File: src/rtl/matrix_feeder_pkg.sv
`default_nettype none
// ============================================================================
//  Module      : matrix_feeder_pkg
//  Description : Shared state encoding and counter sizing helper for the
//                matrix row feeder.
//  Revision    : 1.0 - initial release
// ============================================================================
package matrix_feeder_pkg;

  typedef enum logic [2:0] {
    IDLE   = 3'd0,
    READY  = 3'd1,
    CLEAR  = 3'd2,
    STREAM = 3'd3,
    FLUSH  = 3'd4,
    DONE   = 3'd5
  } state_e;

  // One extra bit above log2 so a counter can hold N itself without wrapping.
  function automatic int cnt_width(input int n);
    return $clog2(n) + 1;
  endfunction

endpackage
`default_nettype wire

File: src/rtl/row_buffer.sv
`default_nettype none
// ============================================================================
//  Module      : row_buffer
//  Description : ENTRIES x ROW_WIDTH register file, one write port, one
//                combinational read port. Pure storage, no control.
//  Revision    : 1.0 - initial release
// ============================================================================
module row_buffer #(
  parameter int ENTRIES   = 4,
  parameter int ROW_WIDTH = 32,
  parameter int IDX_WIDTH = 3
) (
  input  logic                 clk,
  input  logic                 wr_en_i,
  input  logic [IDX_WIDTH-1:0] wr_idx_i,
  input  logic [ROW_WIDTH-1:0] wr_data_i,
  input  logic [IDX_WIDTH-1:0] rd_idx_i,
  output logic [ROW_WIDTH-1:0] rd_data_o
);

  logic [ROW_WIDTH-1:0] mem_q [ENTRIES];

  // Write the addressed entry; contents deliberately survive reset.
  always_ff @(posedge clk) begin
    for (int i = 0; i < ENTRIES; i++) begin
      if (wr_en_i && (wr_idx_i == IDX_WIDTH'(i))) begin
        mem_q[i] <= wr_data_i;
      end
    end
  end

  // Read mux; an out-of-range index returns zero.
  always_comb begin
    rd_data_o = '0;
    for (int i = 0; i < ENTRIES; i++) begin
      if (rd_idx_i == IDX_WIDTH'(i)) begin
        rd_data_o = mem_q[i];
      end
    end
  end

endmodule
`default_nettype wire

File: src/rtl/matrix_row_feeder.sv
`default_nettype none
// ============================================================================
//  Module      : matrix_row_feeder
//  Description : Buffers one N x N operand matrix loaded row by row, then on
//                start clears the skew crossbar, streams the rows with shift
//                asserted and flushes N zero rows so the deepest lane drains.
//  Revision    : 1.0 - initial release
// ============================================================================
module matrix_row_feeder
  import matrix_feeder_pkg::*;
#(
  parameter int DATA_WIDTH      = 8,
  parameter int ARRAY_ELLEMENTS = 4
) (
  input  logic                                  clk,
  input  logic                                  reset,
  input  logic                                  load_valid,
  output logic                                  load_ready,
  input  logic [ARRAY_ELLEMENTS*DATA_WIDTH-1:0] load_data,
  input  logic                                  start,
  input  logic                                  stall,
  output logic                                  busy,
  output logic                                  done,
  output logic                                  xbar_sync_reset_n,
  output logic                                  xbar_shift,
  output logic [ARRAY_ELLEMENTS*DATA_WIDTH-1:0] xbar_data
);

  localparam int c_cnt_w = cnt_width(ARRAY_ELLEMENTS);
  localparam int c_row_w = ARRAY_ELLEMENTS * DATA_WIDTH;
  localparam logic [c_cnt_w-1:0] c_last    = c_cnt_w'(ARRAY_ELLEMENTS - 1);
  localparam logic [c_cnt_w-1:0] c_cnt_one = c_cnt_w'(1);

  state_e               state_q, state_d;
  logic [c_cnt_w-1:0]   wr_cnt_q, wr_cnt_d;
  logic [c_cnt_w-1:0]   cnt_q, cnt_d;
  logic                 busy_q, busy_d;
  logic                 done_q, done_d;
  logic                 sync_n_q, sync_n_d;
  logic                 shift_q, shift_d;
  logic [c_row_w-1:0]   data_q, data_d;

  logic                 w_wr_en;
  logic [c_cnt_w-1:0]   w_rd_idx;
  logic [c_row_w-1:0]   w_rd_data;

  assign load_ready = (state_q == IDLE);
  assign w_wr_en    = load_valid && load_ready;
  // The registered output always shows the row being entered, so the read
  // port looks one row ahead of the row currently on xbar_data.
  assign w_rd_idx   = (state_q == CLEAR) ? '0 : (cnt_q + c_cnt_one);

  row_buffer #(
    .ENTRIES   (ARRAY_ELLEMENTS),
    .ROW_WIDTH (c_row_w),
    .IDX_WIDTH (c_cnt_w)
  ) u_row_buffer (
    .clk       (clk),
    .wr_en_i   (w_wr_en),
    .wr_idx_i  (wr_cnt_q),
    .wr_data_i (load_data),
    .rd_idx_i  (w_rd_idx),
    .rd_data_o (w_rd_data)
  );

  // State, counters and all registered outputs.
  always_ff @(posedge clk) begin
    if (reset) begin
      state_q  <= IDLE;
      wr_cnt_q <= '0;
      cnt_q    <= '0;
      busy_q   <= 1'b0;
      done_q   <= 1'b0;
      sync_n_q <= 1'b1;
      shift_q  <= 1'b0;
      data_q   <= '0;
    end else begin
      state_q  <= state_d;
      wr_cnt_q <= wr_cnt_d;
      cnt_q    <= cnt_d;
      busy_q   <= busy_d;
      done_q   <= done_d;
      sync_n_q <= sync_n_d;
      shift_q  <= shift_d;
      data_q   <= data_d;
    end
  end

  // Next state plus the output values that accompany the state being entered.
  always_comb begin
    state_d  = state_q;
    wr_cnt_d = wr_cnt_q;
    cnt_d    = cnt_q;
    busy_d   = busy_q;
    done_d   = 1'b0;
    sync_n_d = 1'b1;
    shift_d  = 1'b0;
    data_d   = data_q;
    unique case (state_q)
      IDLE: begin
        busy_d = 1'b0;
        if (w_wr_en) begin
          wr_cnt_d = wr_cnt_q + c_cnt_one;
          if (wr_cnt_q == c_last) begin
            state_d = READY;
          end
        end
      end
      READY: begin
        if (start) begin
          state_d  = CLEAR;
          sync_n_d = 1'b0;
          busy_d   = 1'b1;
          data_d   = '0;
        end
      end
      CLEAR: begin
        state_d = STREAM;
        cnt_d   = '0;
        data_d  = w_rd_data;
        shift_d = 1'b1;
        busy_d  = 1'b1;
      end
      STREAM: begin
        // A stall freezes counters and data; only shift drops.
        if (!stall) begin
          shift_d = 1'b1;
          if (cnt_q == c_last) begin
            state_d = FLUSH;
            cnt_d   = '0;
            data_d  = '0;
          end else begin
            cnt_d  = cnt_q + c_cnt_one;
            data_d = w_rd_data;
          end
        end
      end
      FLUSH: begin
        if (!stall) begin
          if (cnt_q == c_last) begin
            state_d = DONE;
            done_d  = 1'b1;
            busy_d  = 1'b0;
          end else begin
            cnt_d   = cnt_q + c_cnt_one;
            shift_d = 1'b1;
          end
        end
      end
      DONE: begin
        state_d  = IDLE;
        wr_cnt_d = '0;
      end
      default: begin
        state_d  = IDLE;
        wr_cnt_d = '0;
        busy_d   = 1'b0;
        data_d   = '0;
      end
    endcase
  end

  assign busy              = busy_q;
  assign done              = done_q;
  assign xbar_sync_reset_n = sync_n_q;
  assign xbar_shift        = shift_q;
  assign xbar_data         = data_q;

endmodule
`default_nettype wire

File: config.mk
export PLATFORM = sky130hd
export DESIGN_NAME = matrix_row_feeder
export DESIGN_NICKNAME = d
export VERILOG_FILES = /design/src/rtl/matrix_feeder_pkg.sv /design/src/rtl/row_buffer.sv /design/src/rtl/matrix_row_feeder.sv
export SDC_FILE = /design/constraint.sdc
export NUM_CORES = 1
export LEC_CHECK = 0
export ABC_CLOCK_PERIOD_IN_PS = 2100
export CORE_MARGIN = 2
export CORE_UTILIZATION = 45
export CTS_BUF_LIST = sky130_fd_sc_hd__clkbuf_4 sky130_fd_sc_hd__clkbuf_8 sky130_fd_sc_hd__clkbuf_16
export CTS_CLUSTER_DIAMETER = 80
export DETAILED_ROUTE_END_ITERATION = 8
export PLACE_DENSITY = 0.69
export SYNTH_ARGS = -nofsm -noshare
export SYNTH_HDL_FRONTEND = slang
export SYNTH_SLANG_ARGS = --single-unit
File: constraint.sdc
create_clock -name clk -period 2.1 [get_ports clk]
set_input_delay 0.21 -clock clk [delete_from_list [all_inputs] [get_ports clk]]
set_output_delay 0.21 -clock clk [all_outputs]
set_load 0.02 [all_outputs]
# After elaboration in Yosys (flattened, before gate mapping)
# Memories as Yosys holds them, arrays and structs flattened.
# Index checks and enable logic that the tools add are counted.
[totals] reg_bits=45 mem_count=1 latchBits=0 ramBits=128 mem_bits_ro=0
[classes] n_reduce_logical=22 div_mod_pow=0 mul=0 eq_ne=20 n_lt_le_gt_ge=0 muxes=51 n_bitwise=5 shift=0 n_addsub=2
[memory_table] name="u_row_buffer.mem_q" words=4 word_bits=32 read_ports=4 rd_clocked_by_memory_dff=0 wr=1 line_no="row_buffer.sv:21" rtl="logic [ROW_WIDTH-1:0] mem_q [ENTRIES];"
[ops] operator="32-bit two-way mux" n=10
[ops] operator="32-bit case mux with 4 select lines" n=1
[ops] operator="32-bit OR reduction" n=3
[ops] operator="3-bit two-way mux" n=13
[ops] operator="3-bit by 2-bit equality test with 1-bit output, second input constant" n=7
[ops] operator="1-bit two-way mux" n=19
[ops] operator="3-bit case mux with 5 select lines" n=1
[ops] operator="2-bit inequality test, second input constant" n=6
[ops] operator="3-bit by 1-bit equality test with 1-bit output, second input constant" n=3
[ops] operator="3-bit zero test" n=3
[ops] operator="3-bit case mux with 3 select lines" n=1
[ops] operator="4-bit AND reduction" n=2
[ops] operator="7-bit AND reduction" n=1
[ops] operator="3-bit by 1-bit adder with 3-bit output, second input constant" n=2
[ops] operator="3-bit equality test, second input constant" n=2
[ops] operator="2-bit two-way mux" n=3
[ops] operator="3-bit case mux with 2 select lines" n=1
[ops] operator="3-bit OR reduction" n=2
[ops] operator="1-bit logical AND" n=5
[ops] operator="1-bit NOT" n=5
[ops] operator="2-bit by 1-bit inequality test with 1-bit output, second input constant" n=2
[ops] operator="1-bit case mux with 4 select lines" n=1
[ops] operator="2-bit OR reduction" n=2
[ops] operator="4-bit OR reduction" n=1
[ops] operator="4 further kinds" n=4

# Longest topological paths before layout
# Gate-level depths: netlist of run 1.
[depth] word_depth=10 mapped_depth=7

# By module
# From an unflattened synthesis of run 1, not the netlist that was laid out.
[hier_totals] hier_cells=447 area_unflattened_um2=6762.7
[by_module_without_submodules] mod="row_buffer" area_per_inst_um2=4884.7 seq_area_each_um2=3843.7 instances=1 cells_per_inst=244
[by_module_without_submodules] mod="matrix_row_feeder" area_per_inst_um2=1878.1 seq_area_each_um2=900.9 instances=1 cells_per_inst=203

# Worst setup path after synthesis of run 1
# Ideal clock, no wire load.
[synth_timing] path_type="register to register" startpoint="reg state_q[0]" endpoint="mem u_row_buffer.mem_q[1][0] (enable)" n_path_buf=2 synth_period_minus_slack_ps=2584 t_arrival_ps=2192 setup_slack_ps=-484 path_stages_with_launch=6 cell_sequence="dfxtp_1 -> buf_4 -> buf_2 -> nor3_1 -> and3_1 -> and2_1"
[synth_via] elab_chain_len=9
[synth_lines] element="from (decl)" line_no="matrix_row_feeder.sv:34" rtl="state_e state_q, state_d;"
[synth_lines] element="from (signal assigned)" line_no="matrix_row_feeder.sv:78" rtl="state_q <= state_d;"
[synth_lines] element="3-bit zero test (*)" line_no="matrix_row_feeder.sv:47" rtl="assign load_ready = (state_q == IDLE);"
[synth_lines] element="net load_ready" line_no="matrix_row_feeder.sv:18" rtl="output logic load_ready,"
[synth_lines] element="1-bit logical AND (*)" line_no="matrix_row_feeder.sv:48" rtl="assign w_wr_en = load_valid && load_ready;"
[synth_lines] element="1-bit logical AND" line_no="row_buffer.sv:26" rtl="if (wr_en_i && (wr_idx_i == IDX_WIDTH'(i))) begin"
[synth_lines] element="1-bit two-way mux" line_no="row_buffer.sv:26"
[synth_lines] element="1-bit two-way mux (not written as such)" line_no="row_buffer.sv:27" rtl="mem_q[i] <= wr_data_i;"
[synth_lines] element="32-bit OR reduction (no line)"
[synth_lines] element="2-bit two-way mux (no line) / 1-bit two-way mux (equally long branches) (3 in a row)"
[synth_lines] element="to (decl)" line_no="row_buffer.sv:21"
# Mark *: on every way through the listed nets, which the timed path passes. The rest lies on a longest branch.

# Worst setup path in the final report of run 1
[layout_timing] startpoint="reg cnt_q[0]" endpoint="reg data_q[0] (netlist: xbar_data[0])"
[layout_via] elab_chain_len=10
[layout_lines] element="from (decl)" line_no="matrix_row_feeder.sv:36" rtl="logic [c_cnt_w-1:0] cnt_q, cnt_d;"
[layout_lines] element="from (signal assigned)" line_no="matrix_row_feeder.sv:80" rtl="cnt_q <= cnt_d;"
[layout_lines] element="3-bit by 1-bit adder with 3-bit output" line_no="matrix_row_feeder.sv:51" rtl="assign w_rd_idx = (state_q == CLEAR) ? '0 : (cnt_q + c_cnt_one);"
[layout_lines] element="3-bit two-way mux" line_no="matrix_row_feeder.sv:51"
[layout_lines] element="3-bit zero test" line_no="row_buffer.sv:36" rtl="if (rd_idx_i == IDX_WIDTH'(i)) begin"
[layout_lines] element="32-bit two-way mux (4 in a row)" line_no="row_buffer.sv:36"
[layout_lines] element="32-bit two-way mux" line_no="matrix_row_feeder.sv:128" rtl="if (cnt_q == c_last) begin"
[layout_lines] element="32-bit two-way mux" line_no="matrix_row_feeder.sv:126" rtl="if (!stall) begin"
[layout_lines] element="32-bit case mux with 4 select lines (*)" line_no="matrix_row_feeder.sv:99" rtl="unique case (state_q)"
[layout_lines] element="to (signal assigned)" line_no="matrix_row_feeder.sv:85" rtl="data_q <= data_d;"
[layout_lines] element="to (decl)" line_no="matrix_row_feeder.sv:41" rtl="logic [c_row_w-1:0] data_q, data_d;"
# Mark *: on every way between the ends. The rest lies on a longest branch, timed or not. The select of a mux whose other input is x is not followed.
# A chain may end at the register's enable or synchronous reset.

==> results of run 1 <==
cell usage in the layout, fill, tap and decap left out, drive strengths merged, types with 11 or more instances in the layout:
master / instances
o21ai: 37
clkdlybuf4s50: 73
edfxtp: 128
nor2: 11
nor3: 34
dfxtp: 45
clkbuf: 23
a221oi: 32
o2bb2ai: 32
inv: 11
nor2b: 35
buf: 22
layout make-up:
cell class              instances  area (um^2)  area share (%)
clock buffers                  23          489            5.94
multi-input cells             239         1680            20.4
clock inverters                 9         83.8            1.02
flip-flops and latches        173         4750            57.7
repair buffers                 95          971            11.8
well taps                     184          230            2.80
inverters                       8         30.0           0.365
worst max-delay path, cell delays in order (launching register included):
cell and delay (ns):
dfxtp_1 0.32, ha_1 0.22, ha_2 0.41, or4b_4 0.65, o21ai_1 0.21, o2bb2ai_1 0.10
path summary, 6_finish.rpt:
kind	from	end	slack (ns)	depth (start not counted)
setup / recovery	cnt_q[0]$_SDFFE_PP0P_	xbar_data[0]$_SDFFE_PP0P_	0.08	5
hold / removal	load_data[23]	u_row_buffer.mem_q[1][23]$_DFFE_PP_	0.41	1
setup reg to reg	cnt_q[0]$_SDFFE_PP0P_	xbar_data[0]$_SDFFE_PP0P_	0.08	5
hold reg to reg	xbar_data[9]$_SDFFE_PP0P_	xbar_data[9]$_SDFFE_PP0P_	0.46	1
where the power goes:
| part | switching [uW] | leakage [uW] | internal (uW) |
|---|---|---|---|
| Clock | 1270 | 0.000290 | 1770 |
| Combinational | 181 | 0.000857 | 138 |
| Sequential | 33.4 | 0.00154 | 3790 |
cell families after synthesis:
kind of cell | after synthesis | synth area share, %
buf+inv | 39 | 3.41
mux | 1 | 0.151
simple gates | 107 | 9.35
compound gates | 122 | 13.8
flops | 173 | 71.8
fa+ha+maj | 8 | 1.51
layer usage:
layer,up-vias,global-route usage [%],share of wire [%]
met4,0,6.54,1.3
met2,141,33.3,51
met5,-,0,0
met1,2107,24.3,43
met3,17,4.15,4.7
li1,1929,-,-
stage by stage:
step                      util, %  hold slack, ns  power [uW]  instances  cell area, um^2
after detailed placement     53.0           0.449        4220        698             7640
after global placement       53.0           0.447        4210        698             7640
final                        57.1           0.415        7180        731             8230
after global routing         57.1           0.414        7390        731             8230
after floorplan                 -           0.309        4020        450             6620
after CTS                    56.9           0.408        7230        730             8210
flip-flops by register name (all words and copies together), names as in the netlist:
| signal | flops |
|---|---|
| busy | 1 |
| cnt_q | 3 |
| done | 1 |
| state_q | 3 |
| u_row_buffer.mem_q | 128 |
| wr_cnt_q | 3 |
| xbar_data | 32 |
| xbar_shift | 1 |
| xbar_sync_reset_n | 1 |
Yosys cell counts (2+ instances only):
| library cell | number | share of area, % |
|---|---|---|
| a21oi_1 | 5 | 0.38 |
| a221oi_1 | 31 | 4.1 |
| a22oi_1 | 4 | 0.45 |
| and2_1 | 3 | 0.28 |
| and3_1 | 2 | 0.19 |
| buf_2 | 9 | 0.68 |
| buf_4 | 4 | 0.45 |
| buf_6 | 7 | 1.2 |
| clkbuf_1 | 11 | 0.62 |
| dfxtp_1 | 45 | 14 |
| edfxtp_1 | 128 | 58 |
| ha_1 | 8 | 1.5 |
| inv_1 | 7 | 0.40 |
| nand2_1 | 9 | 0.51 |
| nand2b_1 | 4 | 0.38 |
| nand3_1 | 3 | 0.23 |
| nand3b_1 | 2 | 0.23 |
| nor2_1 | 11 | 0.62 |
| nor2b_1 | 34 | 3.2 |
| nor3_1 | 34 | 2.6 |
| o21ai_0 | 7 | 0.53 |
| o21ai_1 | 30 | 2.3 |
| o21bai_1 | 2 | 0.23 |
| o2bb2ai_1 | 32 | 4.2 |
timing repair:
| action | 4_1_cts | 5_1_grt |
|---|---|---|
| gates resized for setup | 0 | 3 |
| endpoints found under the setup margin | 1 | 32 |
| hold endpoints to repair | 0 | 0 |
| cloned | 0 | 1 |
==> impl_metrics.json, run 1 <==
{
  "status": "completed",
  "htreeDepth": 4,
  "grtUsageTotal_pct": 19.3,
  "die_y_um": 125,
  "die_x_um": 125,
  "initial_core_util_pct": 45.8,
  "slew_viol_final": 0,
  "end_kind": "register",
  "min_path_type": "in -> reg",
  "yosys_warnings": 0,
  "grt_overflow": 0,
  "route.detailed.drc": 0,
  "min_period_ns": 2.02,
  "synth_edf_count": 128,
  "drt_pass1_iterations": 4,
  "dpl_worst_slack_ns": -0.00445,
  "period_share_pct": 96.3,
  "rsz0062_at_grt": "yes",
  "cts_tree": "done",
  "io_pins": 74,
  "postCtsSetupRepairBufs": 0,
  "cts_inserted_buffers": 17,
  "diodes": 0,
  "dieArea_um2": 15700,
  "postRouteAntennaNets": 0,
  "skew_ns": 0.00768,
  "ys_seq_elements": 173,
  "clk_latency_ns": 0.43,
  "wl_per_cell_um": 20.5,
  "vias": 4194,
  "p_per_area_nw_per_um2": 873,
  "via_per_inst": 5.74,
  "path_max_fanout": 16,
  "place.gp.congestion": 0.793,
  "antenna_found_initial": 0,
  "syn_nets": 495,
  "ys_types": 42,
  "leakage_uw": 0.00269,
  "clock_path_buffers": 2,
  "async_flop_share_pct": 0,
  "fin_tns_setup_ns": 0,
  "postSynthAreaPerCell_um2": 14.7,
  "core_um2": 14400,
  "tightest_slew_ns": 0.508,
  "hold_viol": 0,
  "clk_pin_slew_ns": 0.06,
  "numPortBuffers": 73,
  "cts_hold_buffers": 0,
  "crit_type": "reg -> reg",
  "fmax_mhz": 495,
  "maxCapViolations": 0,
  "drive_gt1_share_pct": 12.6,
  "arrival_ns": 2.33,
  "n_fill_cell": 1152,
  "grt_pass1_vias": 4192,
  "ys.flop_type": "edfxtp_1",
  "area_growth_pct": 24.5,
  "cts.sinks": 173,
  "grt_max_degree": 37,
  "drtIter0Drc": 313,
  "grt_pass1_wl_um": 23100,
  "startpoint_type": "register",
  "rows": 44,
  "setup_violations": 0,
  "final_nets": 579,
  "routed_wl_um": 15000,
  "relSlewSlack_pct": 66.1,
  "hpwl_um": 8390,
  "required_ns": 2.41,
  "seq_area_frac_synth_pct": 71.8,
  "root_buffer": "clkbuf_16",
  "setup_slack_ns": 0.0785,
  "netlist_area_um2": 6610,
  "ir_drop_mv": 0.570,
  "netlist_instances": 450
}
Power figures use the tool's default switching activity.
==> run 2: changes to the inputs <==
- CORE_ASPECT_RATIO: not set -> 2
==> run 2 against run 1 <==
First-iteration DRC count increased by 0.64%. Clock power up 2%. Non-clock buffer count is 5 lower. Sequential share of layout area down 0.050 points. Critical endpoint is now xbar_data[15]$_SDFFE_PP0P_. Highest routed layer unchanged.
==> impl_metrics.json, run 2 (synthesis gave the netlist of run 1 again) <==
{
  "grt_overflow": 0,
  "slew_viol_final": 0,
  "grt_pass1_vias": 4312,
  "tightest_slew_ns": 0.496,
  "hpwl_um": 8710,
  "fin_tns_setup_ns": 0,
  "dieArea_um2": 15700,
  "leakage_uw": 0.00266,
  "dr_wl_met3_um": 727,
  "io_pins": 74,
  "maxCapViolations": 0,
  "final_nets": 574,
  "cts_inserted_buffers": 17,
  "crit_type": "reg -> reg",
  "postRouteAntennaNets": 0,
  "area_growth_pct": 24.5,
  "mostFrequentLayoutCells": "edfxtp_1 (128), clkdlybuf4s50_1 (72), dfxtp_1 (45)",
  "startpoint_type": "register",
  "status": "completed",
  "min_period_ns": 2.05,
  "largest_register": "u_row_buffer.mem_q",
  "period_share_pct": 97.5,
  "required_ns": 2.40,
  "wl_met2_um": 8390,
  "initial_core_util_pct": 46.1,
  "die_x_um": 89.7,
  "route.detailed.drc": 0,
  "final_common_cell": "edfxtp_1",
  "cts_tree": "done",
  "fmax_mhz": 488,
  "hold_viol": 0,
  "vias": 4193,
  "numPortBuffers": 73,
  "antenna_found_initial": 0,
  "total_power_uw": 7240,
  "postCtsSetupRepairBufs": 0,
  "place.gp.congestion": 0.754,
  "clk_pin_slew_ns": 0.07,
  "core_um2": 14400,
  "drtIter0Drc": 315,
  "path_max_fanout": 32,
  "wl_met1_um": 5470,
  "setup_violations": 0,
  "clk_latency_ns": 0.43,
  "die_y_um": 175,
  "grt_max_degree": 37,
  "grt_pass1_wl_um": 22700,
  "ir_drop_mv": 0.533,
  "grtUsageTotal_pct": 19.0,
  "drt_pass1_iterations": 6,
  "rows": 62,
  "htreeDepth": 4,
  "cts_hold_buffers": 0,
  "min_path_type": "in -> reg",
  "root_buffer": "clkbuf_16",
  "routed_wl_um": 15100,
  "drive_gt1_share_pct": 11.6,
  "highest_layer": "met4",
  "arrival_ns": 2.35,
  "skew_ns": 0.0129,
  "clock_path_buffers": 2,
  "via_per_inst": 5.71,
  "wl_per_cell_um": 20.5,
  "relSlewSlack_pct": 66.9,
  "end_kind": "register",
  "largest_reg_flops": 128,
  "p_per_area_nw_per_um2": 880,
  "diodes": 0,
  "cts.sinks": 173
}
run 2: timing repair:
| item | 4_1_cts | 5_1_grt |
|---|---|---|
| gates cloned | 0 | 1 |
| hold endpoints to repair | 0 | 0 |
| resized for setup | 1 | 1 |
| endpoints found under the setup margin | 1 | 32 |
run 2: per-layer routing:
metal / vias to the layer above / global-route usage (%)
li1: 1922 / -
met1: 2065 / 19.6
met2: 171 / 36.1
met3: 35 / 4.29
met4: 0 / 8.78
met5: - / 0
run 2: worst max-delay path, cell delays in order (launching register included):
cell	delay, ns
dfxtp_1	0.31
ha_1	0.22
ha_1	0.37
a31o_4	0.43
a221oi_1	0.49
o2bb2ai_1	0.10
run 2: final timing paths:
check / from / endpoint / slack [ns] / cells after the start
worst max-delay path: cnt_q[0]$_SDFFE_PP0P_ / xbar_data[15]$_SDFFE_PP0P_ / 0.05 / 5
worst min-delay path: load_data[27] / u_row_buffer.mem_q[1][27]$_DFFE_PP_ / 0.42 / 1
worst max register to register: cnt_q[0]$_SDFFE_PP0P_ / xbar_data[15]$_SDFFE_PP0P_ / 0.05 / 5
worst min register to register: xbar_data[13]$_SDFFE_PP0P_ / xbar_data[13]$_SDFFE_PP0P_ / 0.46 / 1
run 2: layout make-up:
| type | instances | area, um^2 |
|---|---|---|
| Fill cell | 1123 | 6120 |
| Tap cell | 192 | 240 |
| Timing Repair Buffer | 90 | 945 |
| Sequential cell | 173 | 4740 |
| Clock inverter | 15 | 173 |
| Multi-Input combinational cell | 239 | 1680 |
| Inverter | 8 | 30.0 |
| Clock buffer | 17 | 425 |
run 2: per-stage QoR:
step | setup slack [ns] | area [um^2] | instances | util [%] | hold WS [ns]
3_3_place_gp | 0.0578 | 7620 | 701 | 53.1 | 0.446
6_report | 0.0515 | 8230 | 734 | 57.4 | 0.416
2_1_floorplan | 0.0845 | 6620 | 450 | - | 0.309
5_1_grt | -0.00189 | 8230 | 734 | 57.4 | 0.412
3_5_place_dp | 0.00936 | 7620 | 701 | 53.1 | 0.445
4_1_cts | 0.0173 | 8220 | 733 | 57.3 | 0.405
run 2: where the power goes:
part / internal (uW) / switching, uW / total (uW)
clock: 1700 / 1400 / 3100
sequential: 3790 / 34.3 / 3830
combinational: 132 / 181 / 313
total: 5620 / 1620 / 7240
